==> src/rtl/cache_line_mover.sv <==
// -----------------------------------------------------------------------------
// cache_line_mover
//
// Memory-side initiator for the cache subsystem. A whole-line refill or
// writeback request from the cache controller is turned into one single-word
// access per cycle on a synchronous word memory. The memory returns read data
// one cycle after the address is clocked.
//
// Optional feature macro: LINE_MOVER_CWF_EN
//   defined   : refills are critical-word-first, starting at i_req_word and
//               wrapping modulo the line size.
//   undefined : refills always run 0..N-1 and i_req_word is ignored.
//   Writebacks always run 0..N-1.
//
// Handshake: a request is accepted on a rising clk edge where
//   i_req_valid && o_req_ready. o_req_ready is high only in IDLE. Request
//   fields are latched on accept. Inputs are ignored while busy. The refill
//   stream has no backpressure, so the cache must take every beat.
//
// Ports
//   i_clk, i_rst       clock; asynchronous active-high reset
//   i_req_valid        cache requests a line transfer
//   o_req_ready        engine idle, a request can be accepted
//   i_req_write        1 = writeback, 0 = refill
//   i_req_line         line address (TAG_W bits)
//   i_req_word         critical word for refill (used only with the macro)
//   o_rf_valid         refill beat valid
//   o_rf_idx           word index of the current refill beat
//   o_rf_data          refill word (direct from memory read data)
//   o_wb_idx           word index the engine samples from the cache this cycle
//   i_wb_data          cache word at o_wb_idx (combinational, same cycle)
//   o_done             one-cycle pulse on the final beat
//   o_mem_addr         registered memory word address {line, word}
//   o_mem_wr_req       registered memory write strobe
//   o_mem_wr_data      registered memory write data
//   i_mem_rd_data      memory read data
//   o_dbg_state        current FSM state (0 IDLE, 1 RD, 2 WR)
// -----------------------------------------------------------------------------
module cache_line_mover #(
    parameter int ADDR_LEN      = 11,
    parameter int LINE_ADDR_LEN = 3
) (
    input  logic                                i_clk,
    input  logic                                i_rst,
    input  logic                                i_req_valid,
    output logic                                o_req_ready,
    input  logic                                i_req_write,
    input  logic [ADDR_LEN-LINE_ADDR_LEN-1:0]   i_req_line,
    input  logic [LINE_ADDR_LEN-1:0]            i_req_word,
    output logic                                o_rf_valid,
    output logic [LINE_ADDR_LEN-1:0]            o_rf_idx,
    output logic [31:0]                         o_rf_data,
    output logic [LINE_ADDR_LEN-1:0]            o_wb_idx,
    input  logic [31:0]                         i_wb_data,
    output logic                                o_done,
    output logic [ADDR_LEN-1:0]                 o_mem_addr,
    output logic                                o_mem_wr_req,
    output logic [31:0]                         o_mem_wr_data,
    input  logic [31:0]                         i_mem_rd_data,
    output logic [1:0]                          o_dbg_state
);

    localparam int TAG_W = ADDR_LEN - LINE_ADDR_LEN;

    // Word count of a full line, in counters one bit wider than the index.
    localparam logic [LINE_ADDR_LEN:0]   N_CNT     = {1'b1, {LINE_ADDR_LEN{1'b0}}};
    localparam logic [LINE_ADDR_LEN-1:0] LAST_BEAT = {LINE_ADDR_LEN{1'b1}};

    typedef enum logic [1:0] {
        ST_IDLE = 2'd0,
        ST_RD   = 2'd1,
        ST_WR   = 2'd2
    } state_t;

    state_t                     r_state;
    state_t                     w_state_nxt;

    logic [TAG_W-1:0]           r_line;
    logic [ADDR_LEN-1:0]        r_mem_addr;
    logic                       r_mem_wr_req;
    logic [31:0]                r_mem_wr_data;

    // Refill: issue side drives the address, beat side trails it by one cycle.
    logic [LINE_ADDR_LEN-1:0]   r_issue_idx;
    logic [LINE_ADDR_LEN:0]     r_issue_cnt;
    logic [LINE_ADDR_LEN-1:0]   r_beat_idx;
    logic [LINE_ADDR_LEN-1:0]   r_beat_cnt;
    logic                       r_rf_valid;

    // Writeback: index presented to the cache and count of words sampled.
    logic [LINE_ADDR_LEN-1:0]   r_wb_idx;
    logic [LINE_ADDR_LEN:0]     r_wb_cnt;

    logic [LINE_ADDR_LEN-1:0]   w_start;
    logic                       w_done_rd;
    logic                       w_done_wr;

`ifdef LINE_MOVER_CWF_EN
    assign w_start = i_req_word;
`else
    assign w_start = '0;
    wire w_unused_req_word = ^i_req_word;
`endif

    // Final refill beat is the Nth valid beat; final writeback cycle is the
    // one where the Nth sampled word sits on the memory write port.
    assign w_done_rd = (r_state == ST_RD) && r_rf_valid && (r_beat_cnt == LAST_BEAT);
    assign w_done_wr = (r_state == ST_WR) && (r_wb_cnt == N_CNT);

    // ---------------------------------------------------------------- FSM
    always_ff @(posedge i_clk or posedge i_rst) begin
        if (i_rst) begin
            r_state <= ST_IDLE;
        end else begin
            r_state <= w_state_nxt;
        end
    end

    always_comb begin
        w_state_nxt = r_state;
        o_req_ready = 1'b0;
        o_done      = 1'b0;
        case (r_state)
            ST_IDLE: begin
                o_req_ready = 1'b1;
                if (i_req_valid) begin
                    w_state_nxt = i_req_write ? ST_WR : ST_RD;
                end
            end
            ST_RD: begin
                o_done = w_done_rd;
                if (w_done_rd) begin
                    w_state_nxt = ST_IDLE;
                end
            end
            ST_WR: begin
                o_done = w_done_wr;
                if (w_done_wr) begin
                    w_state_nxt = ST_IDLE;
                end
            end
            default: begin
                w_state_nxt = ST_IDLE;
            end
        endcase
    end

    // ----------------------------------------------------------- datapath
    always_ff @(posedge i_clk or posedge i_rst) begin
        if (i_rst) begin
            r_line        <= '0;
            r_mem_addr    <= '0;
            r_mem_wr_req  <= 1'b0;
            r_mem_wr_data <= '0;
            r_issue_idx   <= '0;
            r_issue_cnt   <= '0;
            r_beat_idx    <= '0;
            r_beat_cnt    <= '0;
            r_rf_valid    <= 1'b0;
            r_wb_idx      <= '0;
            r_wb_cnt      <= '0;
        end else begin
            case (r_state)
                ST_IDLE: begin
                    r_mem_wr_req <= 1'b0;
                    r_rf_valid   <= 1'b0;
                    if (i_req_valid) begin
                        r_line <= i_req_line;
                        if (!i_req_write) begin
                            // First address goes out on the accept edge.
                            r_mem_addr  <= {i_req_line, w_start};
                            r_issue_idx <= w_start + 1'b1;
                            r_issue_cnt <= {{LINE_ADDR_LEN{1'b0}}, 1'b1};
                            r_beat_idx  <= w_start;
                            r_beat_cnt  <= '0;
                        end else begin
                            r_wb_idx <= '0;
                            r_wb_cnt <= '0;
                        end
                    end
                end
                ST_RD: begin
                    // Index is LINE_ADDR_LEN wide, so it wraps inside the line.
                    if (r_issue_cnt != N_CNT) begin
                        r_mem_addr  <= {r_line, r_issue_idx};
                        r_issue_idx <= r_issue_idx + 1'b1;
                        r_issue_cnt <= r_issue_cnt + 1'b1;
                    end
                    r_rf_valid <= !w_done_rd;
                    if (r_rf_valid) begin
                        r_beat_idx <= r_beat_idx + 1'b1;
                        r_beat_cnt <= r_beat_cnt + 1'b1;
                    end
                end
                ST_WR: begin
                    if (r_wb_cnt != N_CNT) begin
                        r_mem_wr_req  <= 1'b1;
                        r_mem_wr_data <= i_wb_data;
                        r_mem_addr    <= {r_line, r_wb_idx};
                        r_wb_idx      <= r_wb_idx + 1'b1;
                        r_wb_cnt      <= r_wb_cnt + 1'b1;
                    end else begin
                        r_mem_wr_req <= 1'b0;
                    end
                end
                default: begin
                    r_mem_wr_req <= 1'b0;
                    r_rf_valid   <= 1'b0;
                end
            endcase
        end
    end

    assign o_rf_valid    = r_rf_valid;
    assign o_rf_idx      = r_beat_idx;
    assign o_rf_data     = i_mem_rd_data;
    assign o_wb_idx      = r_wb_idx;
    assign o_mem_addr    = r_mem_addr;
    assign o_mem_wr_req  = r_mem_wr_req;
    assign o_mem_wr_data = r_mem_wr_data;
    assign o_dbg_state   = r_state;

endmodule

==> config.mk <==
export PLATFORM = sky130hd
export DESIGN_NAME = cache_line_mover
export DESIGN_NICKNAME = d
export VERILOG_FILES = /design/src/rtl/cache_line_mover.sv
export SDC_FILE = /design/constraint.sdc
export NUM_CORES = 1
export LEC_CHECK = 0
export ABC_AREA = 1
export CAP_MARGIN = 20
export CORE_MARGIN = 4
export CORE_UTILIZATION = 42
export DETAILED_ROUTE_END_ITERATION = 10
export HOLD_SLACK_MARGIN = 0.08
export PLACE_DENSITY_LB_ADDON = 0.25
export REMOVE_ABC_BUFFERS = 1
export SLEW_MARGIN = 40
export SYNTH_ARGS = -nofsm -noshare
export SYNTH_HDL_FRONTEND = slang
export SYNTH_SLANG_ARGS = --single-unit
export TNS_END_PERCENT = 30
==> constraint.sdc <==
create_clock -name i_clk -period 3.3 [get_ports i_clk]
set_input_delay 0.66 -clock i_clk [delete_from_list [all_inputs] [get_ports i_clk]]
set_output_delay 0.66 -clock i_clk [all_outputs]
set_load 0.01 [all_outputs]
### Word level (Yosys, flattened, before mapping)

Cells that the tools add are included.

| cells by class | value |
|---|---|
| muxes and demuxes | 37 |
| reduce and logical (&&, ||, !) cells | 15 |
| eq/ne operators | 14 |
| $add $sub $neg | 6 |

Operators with widths:

| cell | number |
|---|---|
| $mux W11 | 4 |
| $pmux W11 S3 | 1 |
| $mux W3 | 10 |
| $mux W4 | 6 |
| $pmux W3 S2 | 4 |
| $pmux W4 S2 | 2 |
| $add A3 B1 Y3 const B | 4 |
| $ne A2 B2 Y1 const B | 6 |
| $reduce_and A4 Y1 | 3 |
| $add A4 B1 Y4 const B | 2 |
| $mux W2 | 4 |
| $ne A4 B4 Y1 const B | 2 |
| $pmux W1 S2 | 3 |
| $pmux W2 S3 | 1 |
| $reduce_and A5 Y1 | 1 |
| $eq A4 B4 Y1 const B | 1 |
| $ne A2 B1 Y1 const B | 2 |
| $reduce_and A2 Y1 | 2 |
| $reduce_bool A2 Y1 | 2 |
| $eq A3 B3 Y1 const B | 1 |
| $logic_and A1 B1 Y1 | 3 |
| $reduce_and A3 Y1 | 1 |
| $reduce_bool A3 Y1 | 1 |
| $eq A2 B1 Y1 const B | 1 |
| 4 further kinds | 5 |

| storage, ports and cells | value |
|---|---|
| word-level logic and storage cells | 84 |
| output and inout bits | 87 |
| flip-flop bits (word level) | 75 |

### Longest topological paths before layout

Gate-level depths: netlist of run 1.

| logic depth | value |
|---|---|
| word-level depth | 5 |
| gate-level depth with buffers | 10 |
| depth with buffers taken out | 9 |

### Least setup slack after synthesis of run 1

No wires, ideal clock.

| timing path | value |
|---|---|
| path kind | flip-flop to output port |
| from | register r_state[0] (netlist: o_dbg_state[0]) |
| to | output port o_done |
| slack | 1,410 ps |
| data arrival time | 1,230 ps |
| cell stages (with the launch flop) | 6 |
| data required time | 2,640 ps |
| cells stage by stage | dfrtp_1 > inv_1 > ha_1 > buf_2 > nand4_1 > a21oi_1 |

| between the ends | value |
|---|---|
| word-level cells in the longest chain between the ends | 4 |

RTL lines:

| what | line | RTL |
|---|---|---|
| start: declaration | 75 | `state_t r_state;` |
| start signal: assignment | 115 | `r_state <= w_state_nxt;` |
| $eq A2 B1 Y1 | 107, 123 |  |
| $logic_and A1 B1 Y1 (2 in series) | 107 | `assign w_done_rd = (r_state == ST_RD) && r_rf_valid && (r_beat_cnt == LAST_BEAT);` |
| $pmux W1 S2 * | 123 | `case (r_state)` |
| end: declaration | 55 | `output logic o_done,` |

Every way passes the cells marked *; elsewhere a longest branch is shown, timed or not.

### Final worst setup path of run 1

Ends and elaborated chain as after synthesis.

==> impl_metrics.json, run 1 <==
{
  "cts.reportedPaths.clkPinSlew_ns": 0.07,
  "initial_utilization_pct": 43.1,
  "synth_compound_area_share_pct": 5.30,
  "die_w_um": 103,
  "min_path_type": "register to register",
  "drt_iter0_markers": 132,
  "clockBufferDepth": 2,
  "synth.avg_cell_area_um2": 8.29,
  "hp-start": "o_mem_wr_data[13]",
  "viasPerCell": 4.97,
  "n_antenna_cell": 0,
  "postLayoutCellArea_mm2": 0.00475,
  "setup_violations": 0,
  "fin_crit_sh_pct": 87.4,
  "clock-sinks": 75,
  "critPathArrivalTime_ns": 2.22,
  "critPathKind": "register to output pin",
  "gp_congestion": 0.806,
  "synth-xor-area-share_pct": 1.17,
  "grt_max_degree": 41,
  "ir_drop_uv": 364,
  "slew_headroom_pct": 56.9,
  "reg2reg_to": "o_mem_addr[7]",
  "power_density_mw_per_mm2": 863,
  "synthAdderAreaFrac_pct": 4.33,
  "synthCells": 453,
  "num_vias": 3121,
  "clkLatencyLatePin_ns": 0.34,
  "wl_per_cell_um": 15.8,
  "syn2layout_area_growth_pct": 26.6,
  "timing.setup.tns_ns": 0,
  "worstMarginPinSlew_ns": 0.645,
  "yosysUniqueCellTypes": 21,
  "fillers": 808,
  "cts_setup_buffers": 0,
  "crit_path_end_kind": "output pin",
  "r2r_start": "o_dbg_state[0]",
  "cts_resized": 0,
  "hold-worst-slack_ns": 0.472,
  "cp_slowest_stage_delay_ns": 0.56,
  "grt_pass1_wl_um": 15700,
  "setup_ws_ns": 0.416,
  "rrSetupSlack_ns": 1.44,
  "nNetsFinal": 609,
  "synth-simple-area-share_pct": 26.9,
  "root_buffer": "clkbuf_8",
  "start_kind": "register",
  "dp_hpwl_um": 7250,
  "synthMuxAreaShare_pct": 0,
  "rsz0062_at_grt": "no",
  "min_period_ns": 2.88,
  "worst_path_dominant_cell_family": "buffers and inverters",
  "critPathSlowestCell": "clkdlybuf4s50_1",
  "path_cells": "inv_1 -> ha_1 -> nand4_1 -> a21oi_1 -> clkdlybuf4s50_1",
  "grt_pass1_vias": 3022,
  "antenna_left": 0,
  "worstHoldPathCells": 2,
  "io_pins": 166,
  "drv_cap": 0,
  "cts_max_level": 3,
  "worstPathMaxFanout": 10,
  "hold_end": "o_mem_wr_data[13]",
  "synth_top_family_by_area": "simple AND/OR/NAND/NOR gates",
  "worstPathRequired_ns": 2.64,
  "routed_wl_um": 9950,
  "grt-ovfl-total": 0,
  "p_leak_uw": 0.00233,
  "die_h_um": 103,
  "pre_cts_ws_ns": 0.764,
  "drive_gt1_share_pct": 5.38,
  "placed_cell_area_mm2": 0.00459,
  "ff2ff_path_depth": 8,
  "numCtsBuffers": 9,
  "hold_viol": 0,
  "ys_seq_area_share_pct": 50.0,
  "remaining_drc_errors": 0,
  "numPortBuffers": 98,
  "fp-row-count": 34,
  "yosysWarnings": 0,
  "fmax_mhz": 347,
  "slew_viol_final": 0,
  "synth_area_mm2": 0.00376,
  "fin_skew_ns": 0.00940,
  "grt_usage_pct": 19.4,
  "status": "finished clean",
  "firstDrtPassIters": 4,
  "ctsHoldBuffers": 0,
  "coreArea_mm2": 0.00872,
  "cp_num_buf_inv": 2,
  "antenna_found_initial": 0,
  "cts_tree": "done",
  "ys_seq_elements": 75,
  "die_area_mm2": 0.0105
}
## where the power goes
group / switching (uW) / internal (uW)
registers: 227 / 1290
logic: 1050 / 902
clock network: 329 / 305
total: 1610 / 2500
## cells in the mapped netlist
| cell | n | area [um^2] |
|---|---|---|
| xor2_1 | 2 | 17.5 |
| nand2_2 | 1 | 6.26 |
| nand4_1 | 6 | 37.5 |
| nor2_2 | 2 | 12.5 |
| dfrtp_1 | 75 | 1880 |
| nand3_1 | 52 | 260 |
| clkbuf_1 | 2 | 7.51 |
| o21ai_0 | 16 | 80.1 |
| a21oi_1 | 4 | 20.0 |
| o22ai_1 | 8 | 50.1 |
| nor2_1 | 6 | 22.5 |
| buf_6 | 1 | 11.3 |
| ha_1 | 13 | 163 |
| buf_2 | 13 | 65.1 |
| nand3_2 | 3 | 30.0 |
| nand2_1 | 171 | 642 |
| xnor2_1 | 3 | 26.3 |
| o21ai_1 | 8 | 40.0 |
| inv_1 | 31 | 116 |
| o21ai_2 | 1 | 8.76 |
| buf_4 | 35 | 263 |
## per-stage QoR
step | utilization [%] | power [uW] | instances
after floorplan | - | 2560 | 402
final | 54.5 | 4100 | 628
after global routing | 54.5 | 4470 | 628
after CTS | 54.5 | 4160 | 628
after detailed placement | 52.6 | 3510 | 614
after global placement | 52.6 | 3460 | 614
## worst register-to-register path, cell delays in order (launching register included)
cell and delay (ns):
dfrtp_1 0.40, inv_1 0.10, ha_1 0.32, nand4_1 0.20
nand2_1 0.07, inv_1 0.26, nand2_2 0.23, nand2_1 0.11
nand2_1 0.05
## logic make-up (layout without fill, tap and decap cells)
kind of cell | count (synthesis) | in the layout
buffers and inverters | 82 | 149
flip-flops | 75 | 75
AND/OR/NAND/NOR | 241 | 241
AO/OA/AOI/OAI | 37 | 37
XOR/XNOR | 5 | 5
adder cells (fa/ha/maj) | 13 | 13
## registers in the layout (all words and copies together) (netlist names), 2 cells and up
register	flops
r_issue_idx	3
r_wb_cnt	4
o_dbg_state	2
o_mem_wr_data	32
r_beat_cnt	3
r_issue_cnt	4
o_rf_idx	3
r_line	8
o_mem_addr	11
o_wb_idx	3
## placed cells by master (no fill, tap or decap), drive strengths merged
cell and instances:
nand2 172, clkdlybuf4s50 98, dfrtp 75, nand3 55, inv 30, o21ai 25, ha 13, clkbuf 12
o22ai 8, nor2 8, nand4 6, buf 6, a21oi 4, xnor2 3, xor2 2, clkinv 2
clkinvlp 1
## worst max-delay path by stage
stage,start,endpoint,slack [ns],cells after the start
2_1_floorplan,i_rst,o_dbg_state[0],0.73,1
4_1_cts,o_dbg_state[0],o_done,0.38,5
5_1_grt,o_dbg_state[0],o_done,0.27,5
6_report,o_dbg_state[0],o_done,0.42,5
3_5_place_dp,o_dbg_state[0],o_done,0.76,5
3_3_place_gp,o_dbg_state[0],o_done,0.79,5
## area by class of cell
type / instances / area, um^2 / area share [%]
multi-input cells: 296 / 1420 / 29.8
clock buffers: 12 / 155 / 3.26
clock inverters: 2 / 12.5 / 0.263
well taps: 108 / 135 / 2.84
flip-flops and latches: 75 / 1880 / 39.5
inverters: 31 / 118 / 2.47
repair buffers: 104 / 1040 / 21.8
## metal layers
| metal | vias up | part of all wire, % | global-route usage, % |
|---|---|---|---|
| met5 | - | 0.54 | 5.77 |
| met4 | 2 | 1.8 | 6.66 |
| met3 | 16 | 13 | 9.95 |
| met2 | 138 | 41 | 26.7 |
| met1 | 1426 | 44 | 25.9 |
| li1 | 1539 | - | - |
No activity file was read; power rests on OpenSTA's default activity.
==> inputs of run 2 (changes only) <==
Settings changed: CAP_MARGIN 20 to not set, CORE_UTILIZATION 42 to 46, GPL_ROUTABILITY_DRIVEN set to 0.
Clock period 3.3 ns to 3.44 ns, I/O delays scaled along.
==> run 2 against run 1 <==
Effect of this change: clock-buffer cell count decreased by 1; setup slack better by 0.0063 ns; utilization grew 6.6 points; flip-flop and latch count did not move; combinational power decreased by 4%; highest routed layer is now met4.
==> impl_metrics.json, run 2 (synthesized netlist as in run 1, its figures left out) <==
{
  "status": "finished clean",
  "clockBufferDepth": 2,
  "min_path_type": "register to register",
  "power_density_mw_per_mm2": 854,
  "die_area_mm2": 0.00967,
  "ctsHoldBuffers": 0,
  "nNetsFinal": 608,
  "setup_violations": 0,
  "cts_max_level": 3,
  "crit_path_end_kind": "output pin",
  "start_kind": "register",
  "cts_tree": "done",
  "fmax_mhz": 331,
  "slew_viol_final": 0,
  "min_period_ns": 3.02,
  "critPathKind": "register to output pin",
  "grt_pass1_vias": 2941,
  "cp-startpoint": "o_dbg_state[0]",
  "reg2reg_to": "o_mem_wr_data[14]",
  "r2r_start": "r_wb_cnt[0]",
  "rrSetupSlack_ns": 1.31,
  "dp_hpwl_um": 7070,
  "n_antenna_cell": 0,
  "numCtsBuffers": 9,
  "syn2layout_area_growth_pct": 27.6,
  "slew_headroom_pct": 52.4,
  "fin_skew_ns": 0.0110,
  "routed_wl_um": 9700,
  "clkLatencyLatePin_ns": 0.35,
  "final_cell_mix": "171 x nand2_1, 98 x clkdlybuf4s50_1, 75 x dfrtp_1",
  "ir_drop_uv": 559,
  "grt_pass1_wl_um": 15600,
  "io_pins": 166,
  "worstPathMaxFanout": 10,
  "fp-row-count": 32,
  "worstHoldPathCells": 2,
  "antenna_found_initial": 0,
  "worstPathRequired_ns": 2.75,
  "worstMarginPinSlew_ns": 0.714,
  "remaining_drc_errors": 0,
  "fin_crit_sh_pct": 87.7,
  "power_uw": 4090,
  "cts_setup_buffers": 0,
  "drv_cap": 0,
  "root_buffer": "clkbuf_8",
  "grt-ovfl-total": 0,
  "hold_viol": 0,
  "crit_path_end": "o_done",
  "ff2ff_path_depth": 7,
  "die_w_um": 98.4,
  "num_vias": 3122,
  "p_leak_uw": 0.00235,
  "cts_resized": 0,
  "cp_slowest_stage_delay_ns": 0.56,
  "final_common_cell": "nand2_1",
  "numPortBuffers": 98,
  "die_h_um": 98.4,
  "critPathSlowestCell": "clkdlybuf4s50_1",
  "fillers": 728,
  "timing.setup.tns_ns": 0,
  "clock-sinks": 75,
  "initial_utilization_pct": 47.9,
  "rsz0062_at_grt": "no",
  "drt_iter0_markers": 121,
  "coreArea_mm2": 0.00785,
  "path_cells": "inv_1 -> ha_1 -> nand4_1 -> a21oi_1 -> clkdlybuf4s50_1",
  "grt_max_degree": 44,
  "antenna_left": 0,
  "drive_gt1_share_pct": 5.37,
  "wl_per_cell_um": 15.6,
  "largest_reg_flops": 32,
  "firstDrtPassIters": 4,
  "grt_usage_pct": 20.4,
  "viasPerCell": 5.01,
  "critPathArrivalTime_ns": 2.33,
  "cts.reportedPaths.clkPinSlew_ns": 0.08
}
[run 2: worst min-delay path by stage]
stage,from,endpoint,slack [ns]
after floorplan,r_beat_cnt[1],r_beat_cnt[1],0.45
after global placement,o_mem_wr_data[21],o_mem_wr_data[21],0.45
after detailed placement,o_mem_addr[3],o_mem_addr[3],0.46
after CTS,o_mem_wr_data[21],o_mem_wr_data[21],0.48
after global routing,o_mem_wr_data[13],o_mem_wr_data[13],0.49
final,o_mem_wr_data[21],o_mem_wr_data[21],0.47
[run 2: critical path, delay by kind of cell (launching register included)]
kind	cells	cell delay [ns]
AND/OR/NAND/NOR	1	0.26
flip-flops	1	0.42
AO/OA/AOI/OAI	1	0.22
adder cells (fa/ha/maj)	1	0.39
buffers and inverters	2	0.68
[run 2: cell type report]
class	instances	area, um^2	share of cell area [%]
multi-input combinational	296	1420	29.5
clock inverter	5	85.1	1.77
clock buffer	11	141	2.95
timing repair buffer	103	1030	21.5
sequential	75	1880	39.1
tap	102	128	2.66
inverter	31	116	2.43
[run 2: per-stage QoR]
stage	hold slack, ns	utilization, %	std cells	setup WS (ns)	instance area [um^2]
5_1_grt	0.488	61.1	623	0.250	4790
4_1_cts	0.477	61.1	623	0.396	4790
6_report	0.470	61.1	623	0.423	4790
3_5_place_dp	0.457	58.2	607	0.793	4570
2_1_floorplan	0.446	-	402	0.842	3410
3_3_place_gp	0.452	58.2	607	0.820	4570
[run 2: per-layer routing]
layer | GRT usage [%] | share of wire [%]
met3 | 9.93 | 11
met5 | 2.56 | 0
met4 | 6.30 | 1.1
met2 | 28.4 | 42
met1 | 27.7 | 46
[run 2: power breakdown]
group / total (uW) / internal (uW) / switching (uW) / leakage (uW)
Combinational: 1870 / 860 / 1010 / 0.00129
Sequential: 1460 / 1240 / 220 / 0.000959
Clock: 765 / 432 / 333 / 0.000110
Total: 4090 / 2530 / 1570 / 0.00235
==> inputs of run 3 (changes only) <==
Settings changed: MAX_ROUTING_LAYER set to met4.
==> run 3 against run 2 <==
Effect of this change: utilization stayed put; cell count stayed put; final area stayed put; clock-buffer cell count stayed put; first-iteration DRC count is 5.0% higher; total power hardly changed; sequential share of layout area stayed put; critical path depth stayed put; sequential power hardly changed; maximum frequency is 0.21% higher; global-route usage is 0.69 points higher; critical path type unchanged; largest cell class unchanged; highest routed layer unchanged.
==> impl_metrics.json, run 3 (synthesized netlist as in run 1, its figures left out) <==
{
  "rrSetupSlack_ns": 1.32,
  "regArea_mm2": 0.00188,
  "hold_viol": 0,
  "coreArea_mm2": 0.00785,
  "setup_violations": 0,
  "path_depth": 5,
  "die_h_um": 98.4,
  "ff2ff_path_depth": 7,
  "nNetsFinal": 608,
  "critPathArrivalTime_ns": 2.32,
  "clock-sinks": 75,
  "r2r_start": "r_wb_cnt[0]",
  "dp_hpwl_um": 7070,
  "slew_viol_final": 0,
  "internal_power_uw": 2530,
  "antenna_left": 0,
  "critPathKind": "register to output pin",
  "worstPathMaxFanout": 10,
  "p_leak_uw": 0.00235,
  "ctsHoldBuffers": 0,
  "grt-ovfl-total": 0,
  "grt_max_degree": 44,
  "p_comb_share_pct": 45.7,
  "ir_drop_uv": 557,
  "swShare_pct": 38.3,
  "setup_ws_ns": 0.429,
  "cts_tree": "done",
  "firstDrtPassIters": 4,
  "start_kind": "register",
  "multi_input_area_mm2": 0.00142,
  "timing.setup.tns_ns": 0,
  "cts.reportedPaths.clkPinSlew_ns": 0.08,
  "cp-startpoint": "o_dbg_state[0]",
  "fmax_mhz": 332,
  "final_common_cell": "nand2_1",
  "cts_resized": 0,
  "n_antenna_cell": 0,
  "cp_slowest_stage_delay_ns": 0.56,
  "io_pins": 166,
  "pre_cts_ws_ns": 0.793,
  "wl_per_cell_um": 15.6,
  "routed_wl_um": 9730,
  "syn2layout_area_growth_pct": 27.6,
  "die_w_um": 98.4,
  "drive_gt1_share_pct": 5.37,
  "fillers": 728,
  "fin_crit_sh_pct": 87.5,
  "numPortBuffers": 98,
  "status": "finished clean",
  "drt_iter0_markers": 127,
  "critPathSlowestCell": "clkdlybuf4s50_1",
  "crit_path_end_kind": "output pin",
  "cp_num_buf_inv": 2,
  "grt_usage_pct": 21.1,
  "remaining_drc_errors": 0,
  "cts_max_level": 3,
  "drv_cap": 0,
  "clkLatencyLatePin_ns": 0.35,
  "crit_path_end": "o_done",
  "path_cells": "inv_1 -> ha_1 -> nand4_1 -> a21oi_1 -> clkdlybuf4s50_1",
  "fin_skew_ns": 0.0106,
  "grt_pass1_vias": 2929,
  "p_clk_share_pct": 18.7,
  "die_area_mm2": 0.00967,
  "worst_path_dominant_cell_family": "buffers and inverters",
  "numCtsBuffers": 9,
  "power_density_mw_per_mm2": 854,
  "initial_utilization_pct": 47.9,
  "largest_reg_flops": 32,
  "slew_headroom_pct": 53.0,
  "final_cell_mix": "171 x nand2_1, 98 x clkdlybuf4s50_1, 75 x dfrtp_1",
  "viasPerCell": 5.05,
  "worstMarginPinSlew_ns": 0.704,
  "min_path_type": "register to register",
  "min_period_ns": 3.01,
  "clockBufferDepth": 2,
  "cts_setup_buffers": 0,
  "fp-row-count": 32,
  "pwr-share-seq_pct": 35.6,
  "p_switching_uw": 1570,
  "reg2reg_to": "o_mem_wr_data[14]",
  "root_buffer": "clkbuf_8",
  "worstPathRequired_ns": 2.75,
  "rsz0062_at_grt": "no",
  "num_vias": 3149,
  "antenna_found_initial": 0,
  "grt_pass1_wl_um": 15700
}
run 3: final cells by class:
cell class	count	share of cell area (%)
clock buffer	11	2.95
clock inverter	5	1.77
inverter	31	2.43
multi-input combinational	296	29.5
sequential	75	39.1
tap	102	2.66
timing repair buffer	103	21.5
run 3: metrics by stage:
step	area, um^2	hold WS [ns]	utilization, %	cells	total power [uW]
final	4790	0.470	61.1	623	4100
after global routing	4790	0.489	61.1	623	4410
after CTS	4790	0.477	61.1	623	4140
after detailed placement	4570	0.457	58.2	607	3370
after global placement	4570	0.452	58.2	607	3310
after floorplan	3410	0.446	-	402	2460
run 3: power by group through the flow:
stage,clock network (uW),registers (uW),logic [uW]
global placement,0,1450,1850
CTS,784,1460,1900
global route,821,1500,2090
finish,767,1460,1870
detailed placement,0,1470,1890
floorplan,0,1570,885
run 3: worst min-delay path by stage:
stage	start	endpoint	slack, ns	cells after the start
2_1_floorplan	r_beat_cnt[1]	r_beat_cnt[1]	0.45	2
5_1_grt	o_mem_wr_data[13]	o_mem_wr_data[13]	0.49	2
4_1_cts	o_mem_wr_data[21]	o_mem_wr_data[21]	0.48	2
3_3_place_gp	o_mem_wr_data[21]	o_mem_wr_data[21]	0.45	2
3_5_place_dp	o_mem_addr[3]	o_mem_addr[3]	0.46	2
6_report	o_mem_wr_data[21]	o_mem_wr_data[21]	0.47	2
run 3: worst reg2reg max path, stage by stage (launching register included):
cell and delay [ns]:
dfrtp_1 0.43, inv_1 0.09, ha_1 0.18, nand3_2 0.56
nand2_1 0.25, buf_4 0.35, nand2_1 0.13, nand2_1 0.08
run 3: per-layer routing:
layer	global-route usage (%)	up-vias	share of wire, %
met3	10.4	10	12
li1	-	1543	-
met1	27.8	1460	45
met4	6.30	0	1.1
met5	-	-	0
met2	28.5	136	42
